===== src/rtl/bin2bcd_seq.sv =====
// Sequential double-dabble converter: unsigned binary score to packed BCD digits,
// with a leading-zero blank mask and saturation on overflow for a 7-segment driver.
module bin2bcd_seq #(
   parameter int BIN_W  = 27,
   parameter int DIGITS = 8
) (
   input  logic                clk,
   input  logic                rst,
   input  logic                in_valid,
   output logic                in_ready,
   input  logic [BIN_W-1:0]    in_bin,
   output logic                out_valid,
   output logic [4*DIGITS-1:0] bcd,
   output logic [DIGITS-1:0]   blank,
   output logic                overflow
);

   localparam int INT_D = (BIN_W * 301) / 1000 + 1;
   localparam int ACC_W = 4 * INT_D;
   localparam int CNT_W = $clog2(BIN_W + 1);

   typedef enum logic {IDLE, CONV} state_t;

   state_t              state;
   logic [BIN_W-1:0]    shift_q;
   logic [ACC_W-1:0]    acc_q;
   logic [CNT_W-1:0]    cnt_q;

   logic [ACC_W-1:0]    acc_adj;
   logic [ACC_W-1:0]    acc_next;
   logic [4*DIGITS-1:0] bcd_next;
   logic [DIGITS-1:0]   blank_next;
   logic                ovf_next;
   logic                zero_above;

   // Add-3 correction followed by the shift; the result is what the accumulator
   // holds after this step, so the final step can register it directly.
   always_comb begin
      // NOTE: every variable gets a default before any conditional assignment,
      // otherwise the unassigned paths would infer latches.
      acc_adj    = acc_q;
      bcd_next   = '0;
      blank_next = '0;
      zero_above = 1'b1;
      for (int d = 0; d < INT_D; d++) begin
         if (acc_q[4*d +: 4] >= 4'd5)
            acc_adj[4*d +: 4] = acc_q[4*d +: 4] + 4'd3;
      end
      acc_next = {acc_adj[ACC_W-2:0], shift_q[BIN_W-1]};
      ovf_next = |acc_next[ACC_W-1:4*DIGITS];
      for (int d = DIGITS - 1; d >= 1; d--) begin
         zero_above    = zero_above & (acc_next[4*d +: 4] == 4'd0);
         blank_next[d] = zero_above;
      end
      if (ovf_next) begin
         bcd_next   = {DIGITS{4'h9}};
         blank_next = '0;
      end else begin
         bcd_next   = acc_next[4*DIGITS-1:0];
      end
   end

   always_ff @(posedge clk or negedge rst) begin
      // NOTE: sequential state uses non-blocking assignments so every register
      // samples the pre-edge values regardless of statement order.
      if (!rst) begin
         state     <= IDLE;
         in_ready  <= 1'b1;
         out_valid <= 1'b0;
         bcd       <= '0;
         blank     <= {{(DIGITS-1){1'b1}}, 1'b0};
         overflow  <= 1'b0;
         shift_q   <= '0;
         acc_q     <= '0;
         cnt_q     <= '0;
      end else begin
         out_valid <= 1'b0;
         case (state)
            IDLE: begin
               if (in_valid && in_ready) begin
                  shift_q  <= in_bin;
                  acc_q    <= '0;
                  cnt_q    <= '0;
                  state    <= CONV;
                  in_ready <= 1'b0;
               end
            end
            CONV: begin
               acc_q   <= acc_next;
               shift_q <= {shift_q[BIN_W-2:0], 1'b0};
               cnt_q   <= cnt_q + CNT_W'(1);
               // Last shift: publish the result and reopen the input together.
               if (cnt_q == CNT_W'(BIN_W - 1)) begin
                  state     <= IDLE;
                  in_ready  <= 1'b1;
                  out_valid <= 1'b1;
                  bcd       <= bcd_next;
                  blank     <= blank_next;
                  overflow  <= ovf_next;
               end
            end
            default: state <= IDLE;
         endcase
      end
   end

endmodule


===== config.mk =====
export PLATFORM = sky130hd
export DESIGN_NAME = bin2bcd_seq
export DESIGN_NICKNAME = d
export VERILOG_FILES = /design/src/rtl/bin2bcd_seq.sv
export SDC_FILE = /design/constraint.sdc
export NUM_CORES = 1
export LEC_CHECK = 0
export ABC_AREA = 1
export CORE_UTILIZATION = 45
export CTS_BUF_LIST = sky130_fd_sc_hd__clkbuf_16
export DETAILED_ROUTE_END_ITERATION = 10
export GPL_ROUTABILITY_DRIVEN = 0
export GPL_TIMING_DRIVEN = 1
export MAX_ROUTING_LAYER = met4
export PLACE_DENSITY = 0.7
export SETUP_SLACK_MARGIN = 0.15
export SLEW_MARGIN = 20
export SYNTH_ARGS = -nofsm -noshare
export SYNTH_HDL_FRONTEND = slang
export SYNTH_SLANG_ARGS = --single-unit

===== constraint.sdc =====
create_clock -name clk -period 1.63 [get_ports clk]
set_input_delay 0.163 -clock clk [delete_from_list [all_inputs] [get_ports clk]]
set_output_delay 0.163 -clock clk [all_outputs]
set_load 0.01 [all_outputs]

# Yosys cells after proc, flatten, opt, wreduce, memory -nomap -nowiden
# Cells that the tools add are included.
[word_totals]
ff_bits = 112
input_bits = 30
word_cells = 74
[classes]
reduce_logical = 11
add_sub_neg = 10
n_lt_le_gt_ge = 9
n_bitwise = 7
mux = 25
n_eq_ne = 3
[ops]
columns = ["operator", "n"]
rows = [
  ["$pmux W36 S2", 1],
  ["$pmux W27 S2", 1],
  ["$ge A4 B3 Y1 const B", 9],
  ["$mux W36", 1],
  ["$add A4 B2 Y4 const B", 8],
  ["$mux W32", 1],
  ["$mux W4", 8],
  ["$logic_not A4 Y1", 7],
  ["$mux W27", 1],
  ["$pmux W5 S2", 1],
  ["$mux W8", 1],
  ["$and A1 B1 Y1", 6],
  ["$mux W1", 6],
  ["$add A5 B1 Y5 const B", 1],
  ["$eq A5 B5 Y1 const B", 1],
  ["$mux W5", 1],
  ["$pmux W1 S2", 2],
  ["$reduce_and A2 Y1", 2],
  ["$reduce_or A4 Y1", 1],
  ["$add A3 B2 Y3 const B", 1],
  ["$mux W3", 1],
  ["$ne A2 B1 Y1 const B", 1],
  ["$ne A2 B2 Y1 const B", 1],
  ["$logic_and A1 B1 Y1", 1],
  ["$not A1 Y1", 1],
]

# Depth between registers and ports, before layout
# Gate-level depths: netlist of run 1.
[depth]
depth_word = 10
mapped_depth = 14
depth_no_buf = 14

# Worst setup path before layout of run 1
# OpenSTA, ideal clock, no wires.
[synth_timing]
path_kind = "register -> register"
from = "reg acc_q[32]"
to = "reg bcd[11]"
path_stages_with_launch = 14
period_less_slack_ns = 1.567
path_slack_ns = 0.063
required_time_ns = 1.492
arrival_time_ns = 1.429
cell_sequence = "dfrtp_1 > inv_1 > ha_1 > inv_1 > nand2_2 > nand3_2 > nand2_1 > nand2_1 > nand2_1 > nor2_4 > inv_2 > nand2_1 > buf_4 > o211ai_1"
[synth_via]
elab_chain_len = 4
word_cells_on_any_way = 5
cone_classes = "add/sub (1); order compare (1); mux (2); reduce/logical (1)"
[synth_lines]
columns = ["item", "line", "rtl"]
rows = [
  ["from (decl)", "26", "logic [ACC_W-1:0] acc_q;"],
  ["from (signal assigned)", "89", "acc_q <= acc_next;"],
  ["$ge A4 B3 Y1 / $add A3 B2 Y3 (equally long branches)", "46, 47", ""],
  ["$mux W3 (*)", "46", "if (acc_q[4*d +: 4] >= 4'd5)"],
  ["$reduce_or A4 Y1 (*)", "50", "ovf_next = |acc_next[ACC_W-1:4*DIGITS];"],
  ["$mux W32 (*)", "55", "if (ovf_next) begin"],
  ["to (signal assigned)", "97", "bcd <= bcd_next;"],
  ["to (decl)", "13", "output logic [4*DIGITS-1:0] bcd,"],
]
# Every way passes the cells marked *; elsewhere a longest branch is shown, timed or not.
# A chain may end at the register's enable or synchronous reset.

# Final worst setup path of run 1
[layout_timing]
from = "reg acc_q[0]"
to = "reg blank[1]"
[layout_via]
elab_chain_len = 5
word_cells_on_any_way = 6
cone_classes = "add/sub (1); order compare (1); mux (2); bitwise (1); reduce/logical (1)"
[layout_lines]
columns = ["item", "line", "rtl"]
rows = [
  ["$add A4 B2 Y4 / $ge A4 B3 Y1 (equally long branches)", "47, 46", ""],
  ["$mux W4 (*)", "46", ""],
  ["$logic_not A4 Y1 (*)", "52", "zero_above = zero_above & (acc_next[4*d +: 4] == 4'd0);"],
  ["$and A1 B1 Y1 (*)", "52", ""],
  ["$mux W8 (*)", "55", ""],
  ["to (signal assigned)", "71", "blank <= {{(DIGITS-1){1'b1}}, 1'b0};"],
  ["to (signal assigned)", "98", "blank <= blank_next;"],
  ["to (decl)", "14", "output logic [DIGITS-1:0] blank,"],
]
# Marks and branches as above.

==> impl_metrics.json, run 1 <==
{
  "cp_data_arrival_time_ns": 2.02,
  "drive_above_1_share": 0.281,
  "cts_buffer_depth": 2,
  "syn_inst": 640,
  "floorplan.initialDensity": 0.460,
  "chipWidth_um": 113,
  "antenna_violations_before_repair": 0,
  "timing.clock.skew_ns": 0.00531,
  "synth_top_family_by_area": "simple AND/OR/NAND/NOR gates",
  "dieHeight_um": 113,
  "wl_per_cell_um": 15.1,
  "cts_buffers": 9,
  "routed_via_density": 5.31,
  "clock-sinks": 111,
  "crit_type": "reg -> reg",
  "flow.area_growth_from_synthesis_pct": 39.0,
  "cellLeakagePower_nw": 3.72,
  "sequential_share_of_the_synthesized_area": 0.506,
  "slew_violations": 0,
  "io-pin-count": 73,
  "setup-violations-final": 28,
  "final.setup.worst_slack_ns": -0.0924,
  "drv_cap": 0,
  "synth_edf_count": 0,
  "holdWs_ns": 0.164,
  "cp_max_fo": 4,
  "post-synth-top-count-cell": "nand2_1",
  "n_antenna_cell": 0,
  "grt_setup_unrepaired": "true",
  "synth_ff_type": "dfrtp_1",
  "synth_async_sr_flop_share": 1.00,
  "crit_end_element": "register",
  "grt_pass1_wl_mm": 23.0,
  "drc_errors": 0,
  "synth_unique_cells": 37,
  "final_antenna_net_count": 0,
  "detailedRoute.firstIterationViolations": 228,
  "core_box_area_um2": 12000,
  "drt_wl_total_mm": 13.9,
  "synth.yosys.warnings": 0,
  "timing.final.crit_share": 1.06,
  "worst_path_required_ns": 1.93,
  "synth-compound-area-share": 0.117,
  "gr-usage-met3": 0.0475,
  "final_net_count": 821,
  "netlist_area_before_placement_um2": 5510,
  "syn-mean-instance-area_um2": 8.61,
  "dieArea_um2": 12700,
  "clk_latency_ns": 0.36,
  "clockRootBuffer": "clkbuf_16",
  "drt_pass1_iterations": 4,
  "synth.area.mux_share": 0,
  "worst_ir_drop_vdd_mv": 0.835,
  "power.density_nw_per_um2": 2050,
  "dp_hpwl_mm": 8.73,
  "post_synth_fa_ha_maj_area_fraction": 0.0454,
  "preCtsSetupSlack_ns": -0.106,
  "post_synth_and_or_nand_nor_area_fraction": 0.252,
  "cts-htree-levels": 3,
  "global_route.overflow_total": 0,
  "maximum_number_of_pins_on_one_net_before_global_route_repair": 60,
  "final-hold-violation-count": 0,
  "grt_use_met1": 0.275,
  "post_synth_xor_area_fraction": 0.00636,
  "gr-max-usage-layer": "met2",
  "postSynthRegisterBits": 111,
  "met2_layer_usage_reported_by_global_route": 0.406,
  "hold_path_class": "in -> async",
  "timing.setup.tns_ns": -0.891,
  "status": "complete, but fails checks",
  "gr-usage-all-layers": 0.238,
  "failing_checks": "negative setup slack",
  "max_freq_mhz": 581,
  "yosysTopAreaCellShare": 0.468,
  "dr_total_vias": 4899,
  "synth_fp_nets": 690,
  "row_count": 40,
  "clk_pin_slew_worst_paths_ns": 0.07,
  "vias_in_the_first_global_route": 4859,
  "tritoncts": "yes",
  "final_period_minus_worst_setup_slack_ns": 1.72,
  "synthTopCellsByCount": "206 x nand2_1, 103 x dfrtp_1, 55 x inv_1",
  "placement.io_buffers": 71,
  "setup.worst_path.start_class": "register",
  "synthTopCellsByArea": "dfrtp_1 47%, nand2_1 14%, ha_1 4.5%, nand3_1 3.9%, dfstp_2 3.8%",
  "netlist.top_cell.by_area": "dfrtp_1"
}
area by class of cell:
type                    instances  area (µm²)
inverters                      64         245
multi-input cells             438        2670
clock inverters                 7        86.3
flip-flops and latches        111        2790
clock buffers                   9         225
fillers                       975        4300
well taps                     147         184
repair buffers                147        1460
state kept, by name (all words and copies together) (netlist names):
name	count
acc_q	36
in_ready	1
state	1
bcd	32
overflow	1
out_valid	1
blank	7
cnt_q	5
shift_q	27
layout by cell type, fill, tap and decap left out, drive strengths merged, types with 2 or more instances in the layout:
cell and instances:
nand2 219, dfrtp 103, buf 76, inv 64, clkdlybuf4s50 57, nand3 46, o22ai 32, o21ai 31
nor2 28, ha 20, o211ai 14, nand4 11, o31ai 10, clkbuf 9, dlygate4sd2 9, dfstp 8
a31oi 5, clkinv 5, and2 4, dlymetal6s2s 4, xor2 4, nor3 4, a21oi 3, or2 3
a21o 2, bufinv 2
worst paths after layout:
path / from / end / slack, ns / cells after the start
max: acc_q[0] / blank[1] / -0.09 / 9
min: rst / bcd[25] / 0.16 / 2
max reg2reg: acc_q[0] / blank[1] / -0.09 / 9
min reg2reg: blank[6] / blank[6] / 0.46 / 2
max in group asynchronous: rst / in_ready / 0.89 / 3
min in group clk: in_bin[5] / shift_q[5] / 0.37 / 3
through the flow:
stage / util / total power, mW / std cells / area (µm²)
after floorplan: - / 9.06 / 640 / 5570
after global placement: 0.559 / 11.6 / 874 / 6690
after detailed placement: 0.559 / 11.9 / 874 / 6690
after CTS: 0.622 / 15.0 / 915 / 7440
after global routing: 0.640 / 16.9 / 923 / 7660
final: 0.640 / 15.7 / 923 / 7660
kinds of logic (layout without fill, tap and decap cells):
logic type | Yosys count | count (layout)
and+or+nand+nor | 315 | 316
DFF | 111 | 111
AOI/OAI and AO/OA | 97 | 97
buffers and inverters | 92 | 227
adders and majority gates | 20 | 20
xor gates and xnor gates | 4 | 4
other | 1 | 1
power breakdown:
| part | switching (mW) | internal, mW |
|---|---|---|
| Combinational | 4.89 | 3.91 |
| Clock | 1.00 | 1.34 |
| Sequential | 0.737 | 3.86 |
what timing repair did:
action	CTS	global route
hold endpoints to repair	103	0
pin swaps	16	9
setup endpoints to repair	54	60
hold buffers	1	0
buffers inserted	18	8
resized for setup	53	48
cloned	6	0
critical path, cell delays in order (launching register included):
cell     delay (ns)
dfrtp_1        0.38
buf_4          0.15
ha_2           0.19
a21oi_4        0.19
nand2_8        0.10
nand3_1        0.20
nand2_1        0.09
nor2_1         0.17
nand4_1        0.12
nand2_1        0.08
layer usage:
layer | wire length (µm) | share of wire
met2 | 7110 | 0.51
met5 | 0 | 0
met4 | 367 | 0.026
met1 | 5750 | 0.41
met3 | 672 | 0.048
No activity file was read; power rests on OpenSTA's default activity.
==> run 2: changes to the inputs <==
Settings changed: SETUP_SLACK_MARGIN 0.15 to unset.
==> run 2 against run 1 <==
Compared with the run above: largest power group unchanged; maximum frequency down 4.5%; the run still ends with negative setup slack left; critical path depth up 6; worst setup slack worse by 0.082 ns; hold slack gained 0.21 ns; highest routed layer unchanged; wire length down 0.62%; global-route usage is 0.38 points lower.
==> impl_metrics.json, run 2 (synthesis gave the netlist of run 1 again) <==
{
  "status": "complete, but fails checks",
  "max_freq_mhz": 554,
  "final.setup.worst_slack_ns": -0.174,
  "setup.worst_path.start_class": "register",
  "cpMaxStageDelayCell": "dfrtp_1",
  "timing.final.crit_share": 1.11,
  "preCtsSetupSlack_ns": -0.122,
  "finalCoreUtilization": 0.635,
  "detailedRoute.firstIterationViolations": 307,
  "vias_in_the_first_global_route": 5063,
  "chipWidth_um": 113,
  "n_antenna_cell": 0,
  "global_route.overflow_total": 0,
  "tritoncts": "yes",
  "cp_max_fo": 4,
  "regToRegEndpoint": "blank[1]",
  "regMostFlops": "acc_q",
  "row_count": 40,
  "placement.io_buffers": 71,
  "maximum_number_of_pins_on_one_net_before_global_route_repair": 112,
  "tightestPinTransition_ns": 0.584,
  "dieArea_um2": 12700,
  "drt_pass1_iterations": 6,
  "largest_register_ffs": 36,
  "hold_path.startpoint": "in_bin[18]",
  "worst_ir_drop_vdd_mv": 0.759,
  "clk_latency_ns": 0.35,
  "cts_buffer_depth": 2,
  "final_period_minus_worst_setup_slack_ns": 1.80,
  "floorplan.initialDensity": 0.460,
  "drc_errors": 0,
  "clock-sinks": 111,
  "cts-htree-levels": 3,
  "clockRootBuffer": "clkbuf_16",
  "layout_commonest_cell": "nand2_1",
  "io-pin-count": 73,
  "crit_path_frequent_cell": "nand2_2",
  "power.density_nw_per_um2": 2130,
  "setup-violations-final": 39,
  "critical_path.cell_chain": "inv_2 > ha_4 > inv_2 > nand2_2 > nand2_2 > nand2_2 > nand2_2 > nand2_2 > nand2_2 > nor2_4 > buf_6 > nand2_4 > nor2_4 > nand4_1 > nand2_1",
  "drive_above_1_share": 0.256,
  "failing_checks": "negative setup slack",
  "path_delay_family": "simple AND/OR/NAND/NOR gates",
  "crit_end_element": "register",
  "crit_type": "reg -> reg",
  "dp_hpwl_mm": 8.98,
  "worst_path_required_ns": 1.92,
  "crit_buf_inv": 3,
  "antenna_violations_before_repair": 0,
  "cp_data_arrival_time_ns": 2.10,
  "drv_cap": 0,
  "timing.clock.skew_ns": 0.00878,
  "worstReg2RegStart": "acc_q[29]",
  "core_box_area_um2": 12000,
  "timing.setup.tns_ns": -2.89,
  "layout.cells.most_common_list": "185 x nand2_1, 102 x dfrtp_1, 69 x clkdlybuf4s50_1, 66 x buf_4, 49 x inv_1",
  "leading_registers_by_flop_count": "acc_q (36), bcd (32), shift_q (27)",
  "hold_path_class": "in -> reg",
  "cts_buffers": 9,
  "gr-usage-all-layers": 0.234,
  "flow.area_growth_from_synthesis_pct": 37.9,
  "worstHoldEndpoint": "shift_q[18]",
  "clk_pin_slew_worst_paths_ns": 0.07,
  "cellLeakagePower_nw": 3.64,
  "final_net_count": 821,
  "holdWs_ns": 0.375,
  "grt_pass1_wl_mm": 23.1,
  "final_antenna_net_count": 0,
  "timing.reg2reg.setup_slack_ns": -0.17,
  "routed_via_density": 5.37,
  "final-hold-violation-count": 0,
  "drt_wl_total_mm": 13.8,
  "grt_setup_unrepaired": "true",
  "timing.hold.worst_path_depth": 3,
  "slew_violations": 0,
  "max_stage_delay_ns": 0.39,
  "wl_per_cell_um": 15.0,
  "dr_total_vias": 4956,
  "cp_num_cells": 15,
  "dieHeight_um": 113,
  "ff2ff_path_depth": 15,
  "slew_headroom": 0.611
}
## run 2: worst max path at each step
stage / from / to / slack [ns]
after floorplan: acc_q[32] / bcd[11] / 0.06
after global placement: acc_q[17] / blank[2] / -0.04
after detailed placement: acc_q[32] / bcd[0] / -0.12
after CTS: acc_q[29] / blank[4] / -0.04
after global routing: acc_q[29] / blank[1] / -0.28
final: acc_q[29] / blank[1] / -0.17
## run 2: worst reg2reg max path: stages (launching register included)
cell and delay (ns):
dfrtp_1 0.39, inv_2 0.13, ha_4 0.15, inv_2 0.03, nand2_2 0.08, nand2_2 0.08, nand2_2 0.08, nand2_2 0.06
nand2_2 0.08, nand2_2 0.06, nor2_4 0.13, buf_6 0.11, nand2_4 0.05, nor2_4 0.15, nand4_1 0.10, nand2_1 0.08
## run 2: report_power, final
group	internal (mW)	switching, mW
Sequential	3.86	0.727
Clock	1.33	0.975
Combinational	4.14	5.13
Total	9.33	6.83
## run 2: what timing repair did
action / CTS / global route
endpoints found under the hold margin: 103 / 0
pin swaps: 17 / 18
setup endpoints to repair: 40 / 46
resized for setup: 59 / 41
hold buffers: 1 / 0
setup buffers: 12 / 4
## run 2: area by class of cell
type                            instances  area [µm²]
Clock inverter                          7        82.6
Timing Repair Buffer                  148        1380
Clock buffer                            9         225
Multi-Input combinational cell        437        2690
Sequential cell                       111        2790
Inverter                               64         248
Fill cell                             984        4360
Tap cell                              147         184
## run 2: routing by layer
| metal | routed length, µm | part of all wire | track usage |
|---|---|---|---|
| met1 | 5720 | 0.41 | 0.274 |
| met2 | 7090 | 0.51 | 0.397 |
| met3 | 639 | 0.046 | 0.0448 |
| met4 | 369 | 0.027 | 0.0951 |
| met5 | 0 | 0 | - |
## run 2: through the flow
step / area (µm²) / power (mW) / instances
floorplan: 5510 / 8.89 / 640
global placement: 6790 / 11.9 / 893
detailed placement: 6790 / 12.2 / 893
CTS: 7390 / 15.4 / 922
global route: 7600 / 17.4 / 923
finish: 7600 / 16.2 / 923
==> run 3: changes to the inputs <==
Settings changed: GPL_TIMING_DRIVEN 1 to unset.
==> results of run 3 <==
Final layout, timing and power as in run 2 (identical DEF).
